<file path="src/rtl/ram_port_arbiter.sv">
// Shares one single-port data RAM between the CPU MEM stage and VGA scan-out reads.
// Define ARB_STARVE_GUARD_EN to add the VGA starvation guard (forced VGA_HOLD bursts).
module ram_port_arbiter #(
  parameter int ADDR_W     = 5,
  parameter int STARVE_MAX = 8,
  parameter int VGA_BURST  = 4
) (
  input  logic              clk,
  input  logic              rst,
  input  logic              cpu_req,
  input  logic              cpu_we,
  input  logic [ADDR_W-1:0] cpu_addr,
  input  logic [31:0]       cpu_wdata,
  output logic              cpu_gnt,
  output logic              cpu_stall,
  output logic              cpu_rvalid,
  output logic [31:0]       cpu_rdata,
  input  logic              vga_req,
  input  logic [ADDR_W-1:0] vga_addr,
  output logic              vga_gnt,
  output logic              vga_rvalid,
  output logic [31:0]       vga_rdata,
  output logic [ADDR_W-1:0] ram_addr,
  output logic [31:0]       ram_wdata,
  output logic              ram_we,
  input  logic [31:0]       ram_rdata
);

  typedef enum logic {
    ARB      = 1'b0,
    VGA_HOLD = 1'b1
  } state_t;

  state_t state;
  logic   cpu_rd_q;
  logic   vga_rd_q;

  // Grants depend only on the current requests and the current state.
  always_comb begin
    // NOTE: every always_comb output gets a default first so no path infers a latch.
    cpu_gnt = 1'b0;
    vga_gnt = 1'b0;
    if (state == VGA_HOLD) begin
      vga_gnt = vga_req;
    end else begin
      cpu_gnt = cpu_req;
      vga_gnt = vga_req & ~cpu_req;
    end
  end

`ifdef ARB_STARVE_GUARD_EN
  localparam int SW = $clog2(STARVE_MAX + 1);
  localparam int BW = $clog2(VGA_BURST + 1);

  state_t        state_nxt;
  logic [SW-1:0] starve_cnt;
  logic [SW-1:0] starve_nxt;
  logic [BW-1:0] burst_cnt;
  logic [BW-1:0] burst_nxt;

  always_ff @(posedge clk) begin
    // NOTE: sequential state uses non-blocking assignments so every register samples pre-edge values.
    if (rst) begin
      state      <= ARB;
      starve_cnt <= '0;
      burst_cnt  <= '0;
    end else begin
      state      <= state_nxt;
      starve_cnt <= starve_nxt;
      burst_cnt  <= burst_nxt;
    end
  end

  always_comb begin
    state_nxt  = state;
    starve_nxt = '0;
    burst_nxt  = burst_cnt;

    if (vga_req && !vga_gnt) begin
      starve_nxt = (starve_cnt == SW'(STARVE_MAX)) ? starve_cnt : starve_cnt + SW'(1);
    end

    // The hold is entered on the edge that closes the STARVE_MAX-th denied cycle,
    // and left on the edge that closes the VGA_BURST-th held grant.
    case (state)
      ARB: begin
        if (vga_req && starve_nxt == SW'(STARVE_MAX)) begin
          state_nxt = VGA_HOLD;
          burst_nxt = '0;
        end
      end
      VGA_HOLD: begin
        if (vga_gnt) begin
          burst_nxt = burst_cnt + BW'(1);
        end
        if (!vga_req || burst_nxt == BW'(VGA_BURST)) begin
          state_nxt = ARB;
        end
      end
      default: state_nxt = ARB;
    endcase
  end
`else
  // Strict CPU priority: the arbiter never leaves ARB.
  assign state = ARB;

  logic unused_cfg;
  assign unused_cfg = ^{STARVE_MAX[0], VGA_BURST[0]};
`endif

  // Shared RAM command from whichever port owns this cycle.
  always_comb begin
    ram_addr  = '0;
    ram_wdata = '0;
    ram_we    = 1'b0;
    if (cpu_gnt) begin
      ram_addr  = cpu_addr;
      ram_wdata = cpu_wdata;
      ram_we    = cpu_we;
    end else if (vga_gnt) begin
      ram_addr  = vga_addr;
    end
  end

  assign cpu_stall = cpu_req & ~cpu_gnt;

  // Read-return pipeline runs independently of the FSM.
  always_ff @(posedge clk) begin
    if (rst) begin
      cpu_rd_q <= 1'b0;
      vga_rd_q <= 1'b0;
    end else begin
      cpu_rd_q <= cpu_gnt & ~cpu_we;
      vga_rd_q <= vga_gnt;
    end
  end

  // Masking with rst also drops a return that would land in a reset cycle.
  assign cpu_rvalid = cpu_rd_q & ~rst;
  assign vga_rvalid = vga_rd_q & ~rst;
  assign cpu_rdata  = cpu_rvalid ? ram_rdata : 32'h0;
  assign vga_rdata  = vga_rvalid ? ram_rdata : 32'h0;

endmodule

</file>
<file path="config.mk">
export PLATFORM = sky130hd
export DESIGN_NAME = ram_port_arbiter
export DESIGN_NICKNAME = d
export VERILOG_FILES = /design/src/rtl/ram_port_arbiter.sv
export SDC_FILE = /design/constraint.sdc
export NUM_CORES = 1
export LEC_CHECK = 0
export ABC_AREA = 0
export CORE_MARGIN = 1
export CORE_UTILIZATION = 17
export CTS_CLUSTER_SIZE = 14
export DETAILED_ROUTE_END_ITERATION = 6
export PLACE_DENSITY_LB_ADDON = 0.05
export REMOVE_ABC_BUFFERS = 1
export SLEW_MARGIN = 20
export SYNTH_ARGS = -nofsm -noshare
export SYNTH_HDL_FRONTEND = slang
export SYNTH_SLANG_ARGS = --single-unit
</file>
<file path="constraint.sdc">
create_clock -name clk -period 1 [get_ports clk]
set_clock_uncertainty 0.15 [all_clocks]
set_input_delay 0.25 -clock clk [delete_from_list [all_inputs] [get_ports clk]]
set_output_delay 0.25 -clock clk [all_outputs]
set_load 0.01 [all_outputs]
</file>
==> impl_metrics.tcl, run 1 <==
set metrics [dict create \
    place_area_mm2 0.00278 \
    syn-cell-area_um2 882 \
    detailed_place_hpwl_um 3850 \
    cts.clk_slew.worst_paths_ns 0.03 \
    synth_top_area_cell "and2_1" \
    route.detailed.drc 0 \
    layout_setup_ws_ns -0.609 \
    grt_max_degree 17 \
    drt-total-wl_um 6450 \
    violations "negative setup slack" \
    utilization 0.739 \
    place_ws_ns -1.22 \
    port_buffers 184 \
    setup-violations-final 106 \
    hold_class "in2reg" \
    die-area_mm2 0.00548 \
    hold_start "cpu_we" \
    pwr_density_cell_mw_per_mm2 426 \
    syn2layout_area_growth_pct 306 \
    crit_path_max_fanout 8 \
    nFillCells 373 \
    fmax_mhz 621 \
    die_height_um 74.0 \
    die_w_um 74.0 \
    yosysSeqAreaShare 0.0454 \
    synthCells 123 \
    mostFrequentLayoutCell "buf_6" \
    worstPathCellList "nor2b_4, buf_12, clkbuf_16, and2_1, buf_2" \
    drtIter0Drc 25 \
    cp.arrival_ns 1.21 \
    worstSetupPathType "reg2out" \
    wl_per_cell_um 16.2 \
    place_congestion 0.825 \
    p_leak_nw 1.81 \
    grt_pass1_vias 1523 \
    power_w 0.00153 \
    numCtsBuffers 3 \
    detail-route-antenna-nets 0 \
    drv_slew 0 \
    synth_fa_ha_area_frac 0 \
    cts.path.max_buffers 2 \
    gr-total-overflow 0 \
    grt_pass1_wl_um 8530 \
    viasPerCell 4.09 \
    antenna_found_initial 0 \
    startpoint_type "flip-flop" \
    clock-sinks 2 \
    grt_usage 0.208 \
    core_mm2 0.00485 \
    h-tree-depth 1 \
    cts_tree "yes" \
    firstDrtPassIters 4 \
    ir_worst_vdd_uv 570 \
    cpMaxStageDelayCell "dfxtp_2" \
    fin_area_mm2 0.00358 \
    muxShareOfSynthArea 0 \
    synth_top_area_frac 0.582 \
    cts_root_buf "clkbuf_8" \
    fin_crit_sh 1.61 \
    antennaDiodeCount 0 \
    synthXorXnorAreaFrac 0 \
    yosysWarnings 0 \
    final.min_clock_period_ns 1.61 \
    synthTopCellsByArea "and2_1, and2_4, buf_6" \
    rsz0062_at_grt "true" \
    synth_top_family_by_area "simple AND/OR/NAND/NOR gates" \
    rows 25 \
    worstSetupEndpointType "primary output" \
    crit_required_ns 0.60 \
    finalHoldViolCount 0 \
    synth_cell_type_count 15 \
    drive_gt1_frac 0.723 \
    avgSynthCellArea_um2 7.17 \
    slowest_delay_ns 0.29 \
    nets 413 \
    synth-seq-cells 2 \
    vias 1633 \
    synth-compound-area-share 0.0496 \
    final_cell_mix "buf_6, and2_4, dlygate4sd2_1" \
    cts-hold-fix-buffers 0 \
    ios 186 \
    start_util 0.182 \
    status "finished with violations" \
    synth-simple-area-share 0.779 \
    drv_cap 0 \
    critPathLaunch "cpu_rd_q$_SDFF_PP0_" \
]
-- metal layers --
| metal | wire (µm) | vias to the layer above | track usage |
|---|---|---|---|
| met4 | 110 | 0 | 0.0556 |
| met5 | 0 | - | 0 |
| li1 | - | 803 | - |
| met2 | 3790 | 75 | 0.404 |
| met1 | 2150 | 745 | 0.234 |
| met3 | 394 | 10 | 0.0312 |
-- cell type report --
type,count,area [µm²],share of cell area
multi-input combinational,108,932,0.260
clock buffer,3,41.3,0.0115
sequential,2,41.3,0.0115
timing repair buffer,219,2490,0.694
tap,67,83.8,0.0234
-- stage by stage --
step / setup TNS, ns / cells / hold slack (ns)
3_3_place_gp: -120.74 / 366 / 0.669
2_1_floorplan: -20.28 / 110 / 0.175
3_5_place_dp: -121.46 / 366 / 0.677
6_report: -50.78 / 399 / 0.193
5_1_grt: -54.53 / 399 / 0.233
4_1_cts: -51.23 / 395 / 0.202
-- report_power, final --
| group | leakage [nW] | switching (W) | internal [W] |
|---|---|---|---|
| clock network | 0.0216 | 0.0000704 | 0.000255 |
| registers | 0.0168 | 0.000000724 | 0.0000840 |
| logic | 1.77 | 0.000356 | 0.000762 |
-- cells by family after synthesis --
| kind of cell | count (synthesis) |
|---|---|
| compound gates | 5 |
| flops | 2 |
| simple gates | 102 |
| buf+inv | 13 |
| other cells | 1 |
-- flip-flops by register name, indices dropped and copies added, names as in the netlist --
name and cells:
cpu_rd_q 1, vga_rd_q 1
-- Yosys cell counts --
master,n
a22o_1,5
clkbuf_1,2
conb_1,1
nor2b_1,1
clkbuf_2,1
nor3b_1,1
nor2b_4,2
and2b_2,1
and2_4,9
dfxtp_1,2
and2_2,6
buf_6,6
buf_4,3
and2_1,82
buf_2,1
-- worst max-delay path: cells and delay by family, from the launching register on --
family	cells	cell delay [ns]
DFF	1	0.29
and+or+nand+nor	2	0.28
buffers and inverters	3	0.43
-- final timing paths --
| path | to | slack, ns | depth (start not counted) |
|---|---|---|---|
| max | cpu_rdata[22] | -0.61 | 5 |
| min | cpu_rd_q$_SDFF_PP0_ | 0.19 | 2 |
-- what timing repair did --
item                                    in CTS  in global routing
cloned                                      13                  2
setup buffers                               15                  8
gates resized for setup                    604                 95
pin swaps                                   63                 59
endpoints found under the setup margin     108                106
(Power assumes the default switching activity.)
==> inputs of run 2 (changes only) <==
--- a/config.mk
+++ b/config.mk
@@ -6,6 +6,7 @@
 export NUM_CORES = 1
 export LEC_CHECK = 0
 export ABC_AREA = 0
+export CORE_ASPECT_RATIO = 0.8
 export CORE_MARGIN = 1
 export CORE_UTILIZATION = 17
 export CTS_CLUSTER_SIZE = 14
==> impl_metrics.tcl, run 2 (synthesis gave the netlist of run 1 again) <==
set metrics [dict create \
    cts.clk_slew.worst_paths_ns 0.03 \
    rows 23 \
    place_area_mm2 0.00278 \
    antenna_found_initial 0 \
    route.detailed.drc 0 \
    p_leak_nw 1.65 \
    detailed_place_hpwl_um 3570 \
    start_util 0.176 \
    cts.path.max_buffers 2 \
    grt_usage 0.175 \
    cp.arrival_ns 1.18 \
    detail-route-antenna-nets 0 \
    place_ws_ns -1.23 \
    vias 1522 \
    pwr_density_cell_mw_per_mm2 440 \
    viasPerCell 3.96 \
    hold_depth 3 \
    clock-sinks 2 \
    antennaDiodeCount 0 \
    ios 186 \
    final_cell_mix "buf_6, and2_4, buf_2" \
    gr-total-overflow 0 \
    status "finished with violations" \
    ir_worst_vdd_uv 545 \
    crit_required_ns 0.60 \
    port_buffers 184 \
    drv_slew 0 \
    largestRegisters "cpu_rd_q: 1 flops, vga_rd_q: 1 flops" \
    fin_crit_sh 1.58 \
    nFillCells 445 \
    numCtsBuffers 3 \
    firstDrtPassIters 3 \
    drtIter0Drc 20 \
    drv_cap 0 \
    place_congestion 0.647 \
    final.min_clock_period_ns 1.58 \
    cp-endpoint "cpu_rdata[12]" \
    nets 403 \
    core_mm2 0.00501 \
    cts_root_buf "clkbuf_8" \
    worstSetupEndpointType "primary output" \
    h-tree-depth 1 \
    hold_class "in2reg" \
    critPathLaunch "cpu_rd_q$_SDFF_PP0_" \
    mostFrequentLayoutCell "buf_6" \
    crit_path_max_fanout 9 \
    die_height_um 66.4 \
    cts-hold-fix-buffers 0 \
    wl_per_cell_um 13.2 \
    grt_pass1_wl_um 7130 \
    grt_max_degree 17 \
    worstSetupPathType "reg2out" \
    die-area_mm2 0.00548 \
    die_w_um 82.5 \
    fmax_mhz 633 \
    grt_pass1_vias 1375 \
    power_w 0.00138 \
    regArea_um2 42.5 \
    syn2layout_area_growth_pct 255 \
    startpoint_type "flip-flop" \
    drive_gt1_frac 0.634 \
    cts_tree "yes" \
    rsz0062_at_grt "true" \
    instances_no_fill 384 \
    drt-total-wl_um 5060 \
    layout_setup_ws_ns -0.580 \
    multi_input_area_um2 865 \
    dpl.cell_count 364 \
    violations "negative setup slack" \
    fin_area_mm2 0.00313 \
    finalHoldViolCount 0 \
    tns_ns -44.76 \
    setup-violations-final 106 \
]
-- run 2: changes by cell type in the layout (fill, tap and decap cells not counted), moves of 3 or more --
cell             change
and2_1              +27
buf_6               -23
and2_4              -27
dlygate4sd2_1        -3
buf_2               +25
clkdlybuf4s15_1      +3
buf_12               -6
-- run 2: layout make-up --
| cell class | count | share of cell area |
|---|---|---|
| flip-flops and latches | 2 | 0.0136 |
| clock buffers | 3 | 0.0132 |
| repair buffers | 209 | 0.673 |
| multi-input cells | 108 | 0.276 |
| well taps | 62 | 0.0248 |
-- run 2: metrics by stage --
step	util	hold slack [ns]
6_report	0.626	0.283
2_1_floorplan	-	0.175
5_1_grt	0.626	0.309
3_3_place_gp	0.555	0.758
3_5_place_dp	0.555	0.759
4_1_cts	0.587	0.280
-- run 2: where the power goes --
group          switching [W]  internal, W
sequential       0.000000937    0.0000843
combinational       0.000308     0.000666
clock              0.0000653     0.000255
total               0.000374      0.00100
-- run 2: repair_timing --
item	4_1_cts	5_1_grt
gates cloned	9	0
setup buffers	8	4
pin swaps	48	48
endpoints found under the setup margin	108	106
resized for setup	579	65
-- run 2: worst min path at each step --
stage                 from                   to  slack (ns)
CTS                 cpu_we  cpu_rd_q$_SDFF_PP0_        0.28
detailed placement  cpu_we  cpu_rd_q$_SDFF_PP0_        0.76
global placement    cpu_we  cpu_rd_q$_SDFF_PP0_        0.76
floorplan              rst  cpu_rd_q$_SDFF_PP0_        0.18
global route        cpu_we  cpu_rd_q$_SDFF_PP0_        0.31
finish              cpu_we  cpu_rd_q$_SDFF_PP0_        0.28
-- run 2: routing by layer --
layer	up-vias	wire length, µm	global-route usage
met5	-	0	0
met4	0	34	0.0496
met3	4	523	0.0469
met2	84	2680	0.316
met1	659	1820	0.199
li1	775	-	-
-- run 2: critical path: stages (launching register included) --
cell     delay [ns]
dfxtp_2        0.30
nor2b_4        0.13
buf_6          0.13
buf_12         0.13
and2_1         0.15
buf_2          0.13
